===== src/rtl/mem_arbiter_pkg.sv =====
// Shared types and defaults for the memory arbiter: read-owner encoding,
// last-grant state encoding and the default fetch starvation limit.
package mem_arbiter_pkg;

  typedef enum logic [1:0] {
    OWN_NONE = 2'd0,
    OWN_IMEM = 2'd1,
    OWN_DMEM = 2'd2
  } owner_e;

  typedef enum logic [1:0] {
    LAST_IDLE   = 2'd0,
    LAST_IFETCH = 2'd1,
    LAST_DREAD  = 2'd2,
    LAST_DWRITE = 2'd3
  } last_e;

  localparam int unsigned MAXWAIT_DEFAULT = 4;
  localparam int unsigned STARVE_W        = 4;

endpackage


===== src/rtl/mem_arbiter_prio.sv =====
// Grant selection for the three requesters: fixed priority store > load >
// fetch, overridden in favour of fetch once it has waited MAXWAIT cycles.
module arb_prio
  import mem_arbiter_pkg::*;
#(
  parameter int unsigned MAXWAIT = MAXWAIT_DEFAULT
) (
  input  logic clk,
  input  logic resetb,
  input  logic imem_ready,
  input  logic dmem_rready,
  input  logic dmem_wready,
  output logic imem_grant,
  output logic dmem_rgrant,
  output logic dmem_wgrant
);

  localparam logic [STARVE_W-1:0] MAXWAIT_C = STARVE_W'(MAXWAIT);

  logic [STARVE_W-1:0] starve_p1;
  logic                starved;

  assign starved = imem_ready && (starve_p1 == MAXWAIT_C);

  // One-hot grant decision, suppressed entirely while reset is asserted
  always_comb begin
    imem_grant  = 1'b0;
    dmem_rgrant = 1'b0;
    dmem_wgrant = 1'b0;
    if (!resetb) begin
      if (starved)          imem_grant  = 1'b1;
      else if (dmem_wready) dmem_wgrant = 1'b1;
      else if (dmem_rready) dmem_rgrant = 1'b1;
      else if (imem_ready)  imem_grant  = 1'b1;
    end
  end

  // Count consecutive cycles a fetch waits; saturates at MAXWAIT
  always_ff @(posedge clk) begin
    if (resetb) begin
      starve_p1 <= '0;
    end else if (!imem_ready || imem_grant) begin
      starve_p1 <= '0;
    end else if (starve_p1 != MAXWAIT_C) begin
      starve_p1 <= starve_p1 + 1'b1;
    end
  end

endmodule


===== src/rtl/mem_arbiter.sv =====
// Single-port memory arbiter between instruction fetch, data load and data
// store. Routes the granted request to memory and steers the one-cycle-late
// read response back to whichever requester owned that read.
module mem_arbiter
  import mem_arbiter_pkg::*;
#(
  parameter int unsigned MAXWAIT = MAXWAIT_DEFAULT
) (
  input  logic        clk,
  input  logic        resetb,
  input  logic        imem_ready,
  input  logic [31:0] imem_addr,
  output logic        imem_grant,
  output logic        imem_rresp,
  output logic [31:0] imem_rdata,
  input  logic        dmem_rready,
  input  logic [31:0] dmem_raddr,
  output logic        dmem_rgrant,
  output logic        dmem_rresp,
  output logic [31:0] dmem_rdata,
  input  logic        dmem_wready,
  input  logic [31:0] dmem_waddr,
  input  logic [31:0] dmem_wdata,
  input  logic [3:0]  dmem_wstrb,
  output logic        dmem_wgrant,
  output logic        mem_ready,
  output logic        mem_we,
  output logic [31:0] mem_addr,
  output logic [31:0] mem_wdata,
  output logic [3:0]  mem_wstrb,
  input  logic        mem_rresp,
  input  logic [31:0] mem_rdata,
  output last_e       last_grant
);

  owner_e rd_owner_p1;
  last_e  last_p1;
  logic   rsp_ok;

  arb_prio #(
    .MAXWAIT (MAXWAIT)
  ) u_prio (
    .clk         (clk),
    .resetb      (resetb),
    .imem_ready  (imem_ready),
    .dmem_rready (dmem_rready),
    .dmem_wready (dmem_wready),
    .imem_grant  (imem_grant),
    .dmem_rgrant (dmem_rgrant),
    .dmem_wgrant (dmem_wgrant)
  );

  assign mem_ready = imem_grant | dmem_rgrant | dmem_wgrant;
  assign mem_we    = dmem_wgrant;

  // Memory request mux; write payload is zero unless the grant is a store
  always_comb begin
    mem_addr  = '0;
    mem_wdata = '0;
    mem_wstrb = '0;
    if (dmem_wgrant) begin
      mem_addr  = dmem_waddr;
      mem_wdata = dmem_wdata;
      mem_wstrb = dmem_wstrb;
    end else if (dmem_rgrant) begin
      mem_addr  = dmem_raddr;
    end else if (imem_grant) begin
      mem_addr  = imem_addr;
    end
  end

  // Stage p1: remember who owns the read returning next cycle, and the grant type
  always_ff @(posedge clk) begin
    if (resetb) begin
      rd_owner_p1 <= OWN_NONE;
      last_p1     <= LAST_IDLE;
    end else begin
      if (imem_grant)       rd_owner_p1 <= OWN_IMEM;
      else if (dmem_rgrant) rd_owner_p1 <= OWN_DMEM;
      else                  rd_owner_p1 <= OWN_NONE;

      if (dmem_wgrant)      last_p1 <= LAST_DWRITE;
      else if (dmem_rgrant) last_p1 <= LAST_DREAD;
      else if (imem_grant)  last_p1 <= LAST_IFETCH;
      else                  last_p1 <= LAST_IDLE;
    end
  end

  assign last_grant = last_p1;
  // A response with no recorded owner (including right after reset) is dropped
  assign rsp_ok     = !resetb && mem_rresp;

  // Response steering to the recorded owner; the other side sees zeros
  always_comb begin
    imem_rresp = 1'b0;
    imem_rdata = '0;
    dmem_rresp = 1'b0;
    dmem_rdata = '0;
    if (!resetb) begin
      if (rd_owner_p1 == OWN_IMEM) begin
        imem_rresp = rsp_ok;
        imem_rdata = mem_rdata;
      end else if (rd_owner_p1 == OWN_DMEM) begin
        dmem_rresp = rsp_ok;
        dmem_rdata = mem_rdata;
      end
    end
  end

endmodule

===== config.mk =====
export PLATFORM = sky130hd
export DESIGN_NAME = mem_arbiter
export DESIGN_NICKNAME = d
export VERILOG_FILES = /design/src/rtl/mem_arbiter_pkg.sv /design/src/rtl/mem_arbiter_prio.sv /design/src/rtl/mem_arbiter.sv
export SDC_FILE = /design/constraint.sdc
export NUM_CORES = 1
export LEC_CHECK = 0
export ABC_AREA = 1
export BUFFER_PORTS_ARGS = -buffer_cell sky130_fd_sc_hd__buf_2
export CAP_MARGIN = 10
export CORE_AREA = 2 2 122 124
export DETAILED_ROUTE_END_ITERATION = 10
export DIE_AREA = 0 0 124 126
export PLACE_DENSITY = 0.52
export SYNTH_ARGS = -nofsm -noshare
export SYNTH_HDL_FRONTEND = slang
export SYNTH_SLANG_ARGS = --single-unit
export TNS_END_PERCENT = 20

===== constraint.sdc =====
create_clock -name clk -period 1.8 [get_ports clk]
set_clock_uncertainty 0.15 [all_clocks]
set_input_delay 0.27 -clock clk [delete_from_list [all_inputs] [get_ports clk]]
set_output_delay 0.27 -clock clk [all_outputs]
set_load 0.02 [all_outputs]

==> Word-level counts from Yosys, hierarchy flattened <==
Index checks and enable logic that the tools add are counted.
{ "word_totals": {"regBits": 8, "latch_bits": 0, "ram_bits": 0, "rom_bits": 0, "in_bits": 170, "mem_count": 0} }
{ "op_classes": {"addsub": 1, "n_mul": 0, "div_mod_pow": 0, "magnitude_cmp": 0, "n_eq_ne": 4, "shift": 0, "muxes": 32, "bitwise_logic": 2, "reduce_logical": 7} }
{ "ops": {"columns": ["op", "n"], "rows": [
  ["32-bit 2-to-1 mux", 9],
  ["1-bit 2-to-1 mux", 19],
  ["2-bit 2-to-1 mux", 3],
  ["4-bit by 1-bit adder with 4-bit output, second input constant", 1],
  ["4-bit by 3-bit equality test with 1-bit output, second input constant", 1],
  ["4-bit 2-to-1 mux", 1],
  ["4-bit by 3-bit inequality test with 1-bit output, second input constant", 1],
  ["2-bit OR reduction", 2],
  ["2-bit by 1-bit equality test with 1-bit output, second input constant", 1],
  ["2-bit equality test, second input constant", 1],
  ["1-bit logical AND", 2],
  ["1-bit zero test", 2],
  ["1-bit bitwise OR", 2],
  ["1-bit logical OR", 1]
]} }

==> Logic depth before layout (Yosys ltp) <==
{ "logic_depth": {"word_depth": 8, "depth_mapped": 7, "depth_no_buf": 6} }

==> Modules after synthesis <==
From an unflattened synthesis, not the netlist that was laid out.
{ "unflattened": {"cells_unflattened": 399, "area_unflattened_um2": 2107.0} }
{ "by_module_without_submodules": {"columns": ["mod", "n_inst", "cells_each", "area_each_um2", "seq_area_each_um2"], "rows": [
  ["mem_arbiter", 1, 354, 1801.7, 80.1],
  ["arb_prio", 1, 45, 305.3, 80.1]
]} }

==> Least setup slack after synthesis <==
Ideal clock, no wire load.
{ "synth_timing": {"kind": "reg-to-output", "start": "register u_prio.starve_p1[0]", "end": "output port mem_we", "t_arrival_ns": 1.373, "slack_ns": 0.007, "stages_incl_launch_ff": 8, "path_buffers": 2, "cell_sequence": "dfxtp_1 > inv_1 > ha_1 > nand4_2 > nand2_1 > buf_2 > inv_1 > buf_4"} }
{ "synth_between": {"elab_chain_len": 4} }
{ "synth_rtl": {"columns": ["element", "line_no", "rtl"], "rows": [
  ["from (decl)", "mem_arbiter_prio.sv:20", "logic [STARVE_W-1:0] starve_p1;"],
  ["from (signal assigned)", "mem_arbiter_prio.sv:45", "starve_p1 <= starve_p1 + 1'b1;"],
  ["4-bit by 3-bit equality test with 1-bit output", "mem_arbiter_prio.sv:23", "assign starved = imem_ready && (starve_p1 == MAXWAIT_C);"],
  ["1-bit logical AND", "mem_arbiter_prio.sv:23", null],
  ["1-bit 2-to-1 mux", "mem_arbiter_prio.sv:31", "if (starved) imem_grant = 1'b1;"],
  ["1-bit 2-to-1 mux", "mem_arbiter_prio.sv:30", "if (!resetb) begin"],
  ["to (decl)", "mem_arbiter.sv:27", "output logic mem_we,"]
]} }
Every way passes these cells.

==> Worst setup path in the final report <==
{ "layout_timing": {"start": "register u_prio.starve_p1[1]", "end": "output port mem_addr[26]"} }
{ "layout_between": {"elab_chain_len": 7, "word_cells_on_any_way": 11, "classes_between": "eq/ne (1); mux (9); reduce/logical (1)"} }
{ "layout_rtl": {"columns": ["element", "line_no", "rtl"], "rows": [
  ["4-bit by 3-bit equality test with 1-bit output (*)", "mem_arbiter_prio.sv:23", null],
  ["1-bit logical AND (*)", "mem_arbiter_prio.sv:23", null],
  ["1-bit 2-to-1 mux", "mem_arbiter_prio.sv:31", null],
  ["1-bit 2-to-1 mux", "mem_arbiter_prio.sv:30", null],
  ["32-bit 2-to-1 mux", "mem_arbiter.sv:67", "end else if (imem_grant) begin"],
  ["32-bit 2-to-1 mux", "mem_arbiter.sv:65", "end else if (dmem_rgrant) begin"],
  ["32-bit 2-to-1 mux (*)", "mem_arbiter.sv:61", "if (dmem_wgrant) begin"],
  ["to (decl)", "mem_arbiter.sv:28", "output logic [31:0] mem_addr,"]
]} }
Mark *: on every way between the ends. The rest lies on a longest branch, timed or not.

==> reports/results.md <==
| Stage | Parameter | Reported |
|:---|:---|:---|
| run status | Status | complete, but fails checks |
| run status | Violated checks | setup timing |
| setup path | Worst-path cell with the longest stage delay | sky130_fd_sc_hd__dfxtp_2 |
| timing | Fin. Hold Viols | 0 |
| timing | RSZ-0062 raised after global routing | yes |
| setup path | Library cell appearing most often on the critical path | sky130_fd_sc_hd__buf_6 |
| clock network | Number of clock sinks | 8 |
| timing | Setup TNS | -7340 ps |
| global routing | Largest net degree at the start of global routing | 45 |
| timing | Post-layout minimum cycle time | 1980 ps |
| clock network | Insertion delay to the later sink of the worst-skew pair | 220 ps |
| global routing | First-pass GRT wire length | 15200 microns |
| placed design | Cell count after placement | 864 |
| layout | Area overhead of the layout relative to synthesis | 128% |
| power and ir drop | Power density normalized to cell area | 305 nW/um^2 |
| placed design | Count of input and output buffers | 310 |
| die | Die boundary height | 126 microns |
| setup path | Cell-by-cell trace of the critical path | inv_2 -> ha_4 -> nand4_4 -> buf_6 -> clkbuf_16 -> nand3_1 -> nand3_2 -> buf_6 |
| synthesis | Top_reg_cell synth | sky130_fd_sc_hd__dfxtp_1 |
| setup path | Worst endpoint required time | 1380 ps |
| global routing | Vias in the first global route | 3234 |
| routing | Number of vias in the routed layout | 3750 |
| layout | Core utilization of the finished layout | 32.9% |
| synthesis | Yosys Warn Count | 0 |
| synthesis | Post-synthesis instance total | 389 |
| setup path | Crit Path Category | flip-flop to primary output |
| power and ir drop | Power consumption | 0.00143 W |
| timing | Final number of max-transition violations | 0 |
| clock network | Clock slew at the register clock pins of the worst setup and hold paths | 30 ps |
| global routing | Total congestion overflow after global routing | 0 |
| synthesis | Dominant cell type by area after synthesis | sky130_fd_sc_hd__nand3_1 |
| clock network | Clk Tree Root Cell | sky130_fd_sc_hd__clkbuf_16 |
| clock network | H-tree depth reported by CTS | 1 |
| timing | Final worst-path setup slack | -182 ps |
| die | Number of I/O pins | 311 |
| synthesis | Mapped Area | 2070 sq um |
| clock network | Hold-fix buffer count after cts | 0 |
| routing | Via density per instance | 4.29 |
| routing | DRT Wirelength | 11500 microns |
| routing | Average routed wire per standard cell | 13.1 microns |
| routing | Wire length on met1 | 4100 microns |
| power and ir drop | Leak | 2.83 nW |
| setup path | Crit start category | flip-flop |
| setup path | Type of element capturing the critical path | primary output |
| synthesis | Commonest cells in the netlist | sky130_fd_sc_hd__nand3_1 (124), sky130_fd_sc_hd__inv_1 (81), sky130_fd_sc_hd__nor3_1 (64) |
| power and ir drop | Part of the total power dissipated in sequential elements | 13.1% |
| setup path | Delay of the slowest cell on the worst path | 310 ps |
| clock network | CTS Buffer Depth | 2 |
| setup path | Arrival time of the worst setup path | 1560 ps |
| flow run | Number of max-cap violations | 0 |
| clock network | CTS tree | yes |
| power and ir drop | Net switching fraction of the power | 39.2% |
| synthesis | Count of state elements after synthesis | 8 |
| layout | NumNets Final | 863 |
| clock network | CTS buffer count | 3 |
| synthesis | Fraction of synthesis flops using an asynchronous set or reset pin | 0% |
| power and ir drop | Power share of the combinational group | 61.7% |
| hold path | Tightest Hold Check Type | primary input to flip-flop |
| synthesis | Fraction of synthesized cell area taken by the top area cell type | 30.0% |
| die | Die ar. | 15600 sq um |
| timing | Setup violators final | 73 |
| global routing | Antenna violations before repair | 2 |
| layout | Share of cells above drive strength 1 | 62.1% |
| routing | Iteration-0 DRC Markers | 85 |
| die | Row Count | 44 |
| die | Initial cell density of the core | 14.4% |
| synthesis | Count of unique library cells instantiated by Yosys | 23 |
| placed design | Routability congestion estimate | 0.799 |
| layout | Post-layout instance count excluding filler cells | 875 |
| power and ir drop | Internal Power | 0.000872 W |
| die | Chip width | 124 microns |
| routing | Routed wl met2 | 6150 microns |
| synthesis | Post-Synthesis Mean Instance Area | 5.31 sq um |
| die | Placeable core region | 14300 sq um |
| routing | Count of nets left with antenna violations after detail routing | 0 |
| synthesis | Fraction of the yosys area taken by sequential cells | 7.75% |
| synthesis | Number of flops mapped to enable cells by yosys | 0 |
| routing | DRT Pass-1 Iters | 6 |
| setup path | Buffer and inverter count on the worst path | 4 |
| global routing | Tot GR Track Use | 12.1% |
| setup path | Worst-path fanout max | 16 |
| synthesis | Cell types occupying the most area after synthesis | sky130_fd_sc_hd__nand3_1 (30%), sky130_fd_sc_hd__nor3_1 (16%), sky130_fd_sc_hd__inv_1 (15%) |
| routing | Number of remaining DRC errors | 0 |
| timing | Portion of the clock cycle consumed by the worst path in the final layout | 110% |
| setup path | CP delay by family, top | buffers and inverters |
| routing | Top Layer Used | met4 |
| timing | Worst Max-Slew Pin Slew | 271 ps |
| routing | Met3 Routed Length | 985 microns |
| synthesis | Net Count, Synth | 561 |
| power and ir drop | Clock network fraction of design power | 25.2% |
| power and ir drop | IR Drop Worst-Case VDD | 0.162 mV |
| synthesis | Library cell with the highest instance count after synthesis | sky130_fd_sc_hd__nand3_1 |
| power and ir drop | Switching power of the nets | 0.000562 W |
| placed design | HPWL reported at the end of detailed placement | 8160 microns |
| placed design | Post-placement worst setup slack | -151 ps |
| timing | Maximum operating frequency | 504 MHz |
| timing | Slew Limit Headroom | 82.0% |
[kinds of logic (layout without fill, tap and decap cells)]
| kind of cell | after synthesis | count (layout) | synth area share, % |
|---|---|---|---|
| buffers and inverters | 121 | 421 | 27.6 |
| adders and majority gates | 2 | 2 | 1.21 |
| and+or+nand+nor | 253 | 253 | 62.0 |
| AOI/OAI and AO/OA | 4 | 4 | 0.969 |
| other | 0 | 2 | 0 |
| xor gates and xnor gates | 1 | 1 | 0.424 |
| DFF | 8 | 8 | 7.75 |
[power by group through the flow]
| stage | combinational (W) | clock, W | sequential [W] |
|---|---|---|---|
| floorplan | 0.000375 | 0 | 0.000195 |
| detailed placement | 0.000745 | 0 | 0.000190 |
| global route | 0.000954 | 0.000386 | 0.000189 |
| global placement | 0.000748 | 0 | 0.000190 |
| CTS | 0.000828 | 0.000370 | 0.000188 |
| finish | 0.000885 | 0.000361 | 0.000188 |
[sequential cells by signal, summed over array words and instances, names as in the netlist]
name	flops
last_grant	2
u_prio.starve_p1	4
rd_owner_p1	2
[placed cells by master (no fill, tap or decap)]
| cell | Yosys | final |
|---|---|---|
| sky130_fd_sc_hd__buf_12 | 0 | 12 |
| sky130_fd_sc_hd__nor3_1 | 64 | 43 |
| sky130_fd_sc_hd__nand3_1 | 124 | 79 |
| sky130_fd_sc_hd__nand2_8 | 0 | 1 |
| sky130_fd_sc_hd__nor3_2 | 2 | 23 |
| sky130_fd_sc_hd__inv_2 | 0 | 3 |
| sky130_fd_sc_hd__buf_16 | 0 | 1 |
| sky130_fd_sc_hd__clkinv_1 | 1 | 1 |
| sky130_fd_sc_hd__nand4_1 | 2 | 2 |
| sky130_fd_sc_hd__diode_2 | 0 | 2 |
| sky130_fd_sc_hd__inv_1 | 81 | 78 |
| sky130_fd_sc_hd__ha_1 | 2 | 1 |
| sky130_fd_sc_hd__a21oi_1 | 4 | 4 |
| sky130_fd_sc_hd__nand4_4 | 0 | 1 |
| sky130_fd_sc_hd__dfxtp_2 | 0 | 2 |
| sky130_fd_sc_hd__nor3_4 | 1 | 1 |
| sky130_fd_sc_hd__nand3_2 | 8 | 53 |
| sky130_fd_sc_hd__or2_4 | 0 | 1 |
| sky130_fd_sc_hd__buf_6 | 10 | 33 |
| sky130_fd_sc_hd__buf_4 | 6 | 31 |
| sky130_fd_sc_hd__nor2_2 | 1 | 1 |
| sky130_fd_sc_hd__buf_2 | 15 | 257 |
| sky130_fd_sc_hd__dfxtp_1 | 8 | 6 |
| sky130_fd_sc_hd__xnor2_1 | 1 | 1 |
| sky130_fd_sc_hd__clkbuf_16 | 0 | 5 |
| sky130_fd_sc_hd__nor2_1 | 37 | 37 |
| sky130_fd_sc_hd__nand2_1 | 11 | 9 |
| sky130_fd_sc_hd__nand2_4 | 0 | 2 |
| sky130_fd_sc_hd__ha_4 | 0 | 1 |
[stage by stage]
stage	hold slack [ps]	cell area (sq um)
2_1_floorplan	303	2070
3_3_place_gp	326	3870
3_5_place_dp	329	3870
4_1_cts	326	4270
5_1_grt	358	4710
6_report	323	4710
[worst reg2reg max path: cells and delay by family (launching register included)]
family,cells,cell delay (ps)
buffers and inverters,2,180
AO/OA/AOI/OAI,1,180
AND/OR/NAND/NOR,2,410
adder cells (fa/ha/maj),1,160
flip-flops,1,320
[area by class of cell]
cell class              count  area, sq um
multi-input cells         260         1720
repair buffers            336         2210
well taps                 184          230
fillers                  1528         9610
inverters                  82          308
clock buffers               3         75.1
flip-flops and latches      8          163
diodes                      2         5.00
[final timing paths]
check,start,to,slack (ps),depth (start not counted)
worst max-delay path,u_prio.starve_p1[1],mem_addr[26],-180,8
worst min register to register,u_prio.starve_p1[3],u_prio.starve_p1[3],330,2
worst min-delay path,imem_ready,u_prio.starve_p1[0],320,3
worst max register to register,u_prio.starve_p1[0],u_prio.starve_p1[1],330,6
[what timing repair did]
item / 4_1_cts / 5_1_grt
hold endpoints to repair: 0 / 0
pin swaps: 3 / 2
buffers inserted: 2 / 2
setup endpoints to repair: 98 / 97
gates cloned: 2 / 2
resized for setup: 72 / 97
[routing by layer]
layer,GRT usage (%),vias up
met1,12.5,1664
li1,-,1868
met5,0,-
met3,1.59,12
met2,24.2,206
met4,4.23,0
No activity file was read; power rests on OpenSTA's default activity.
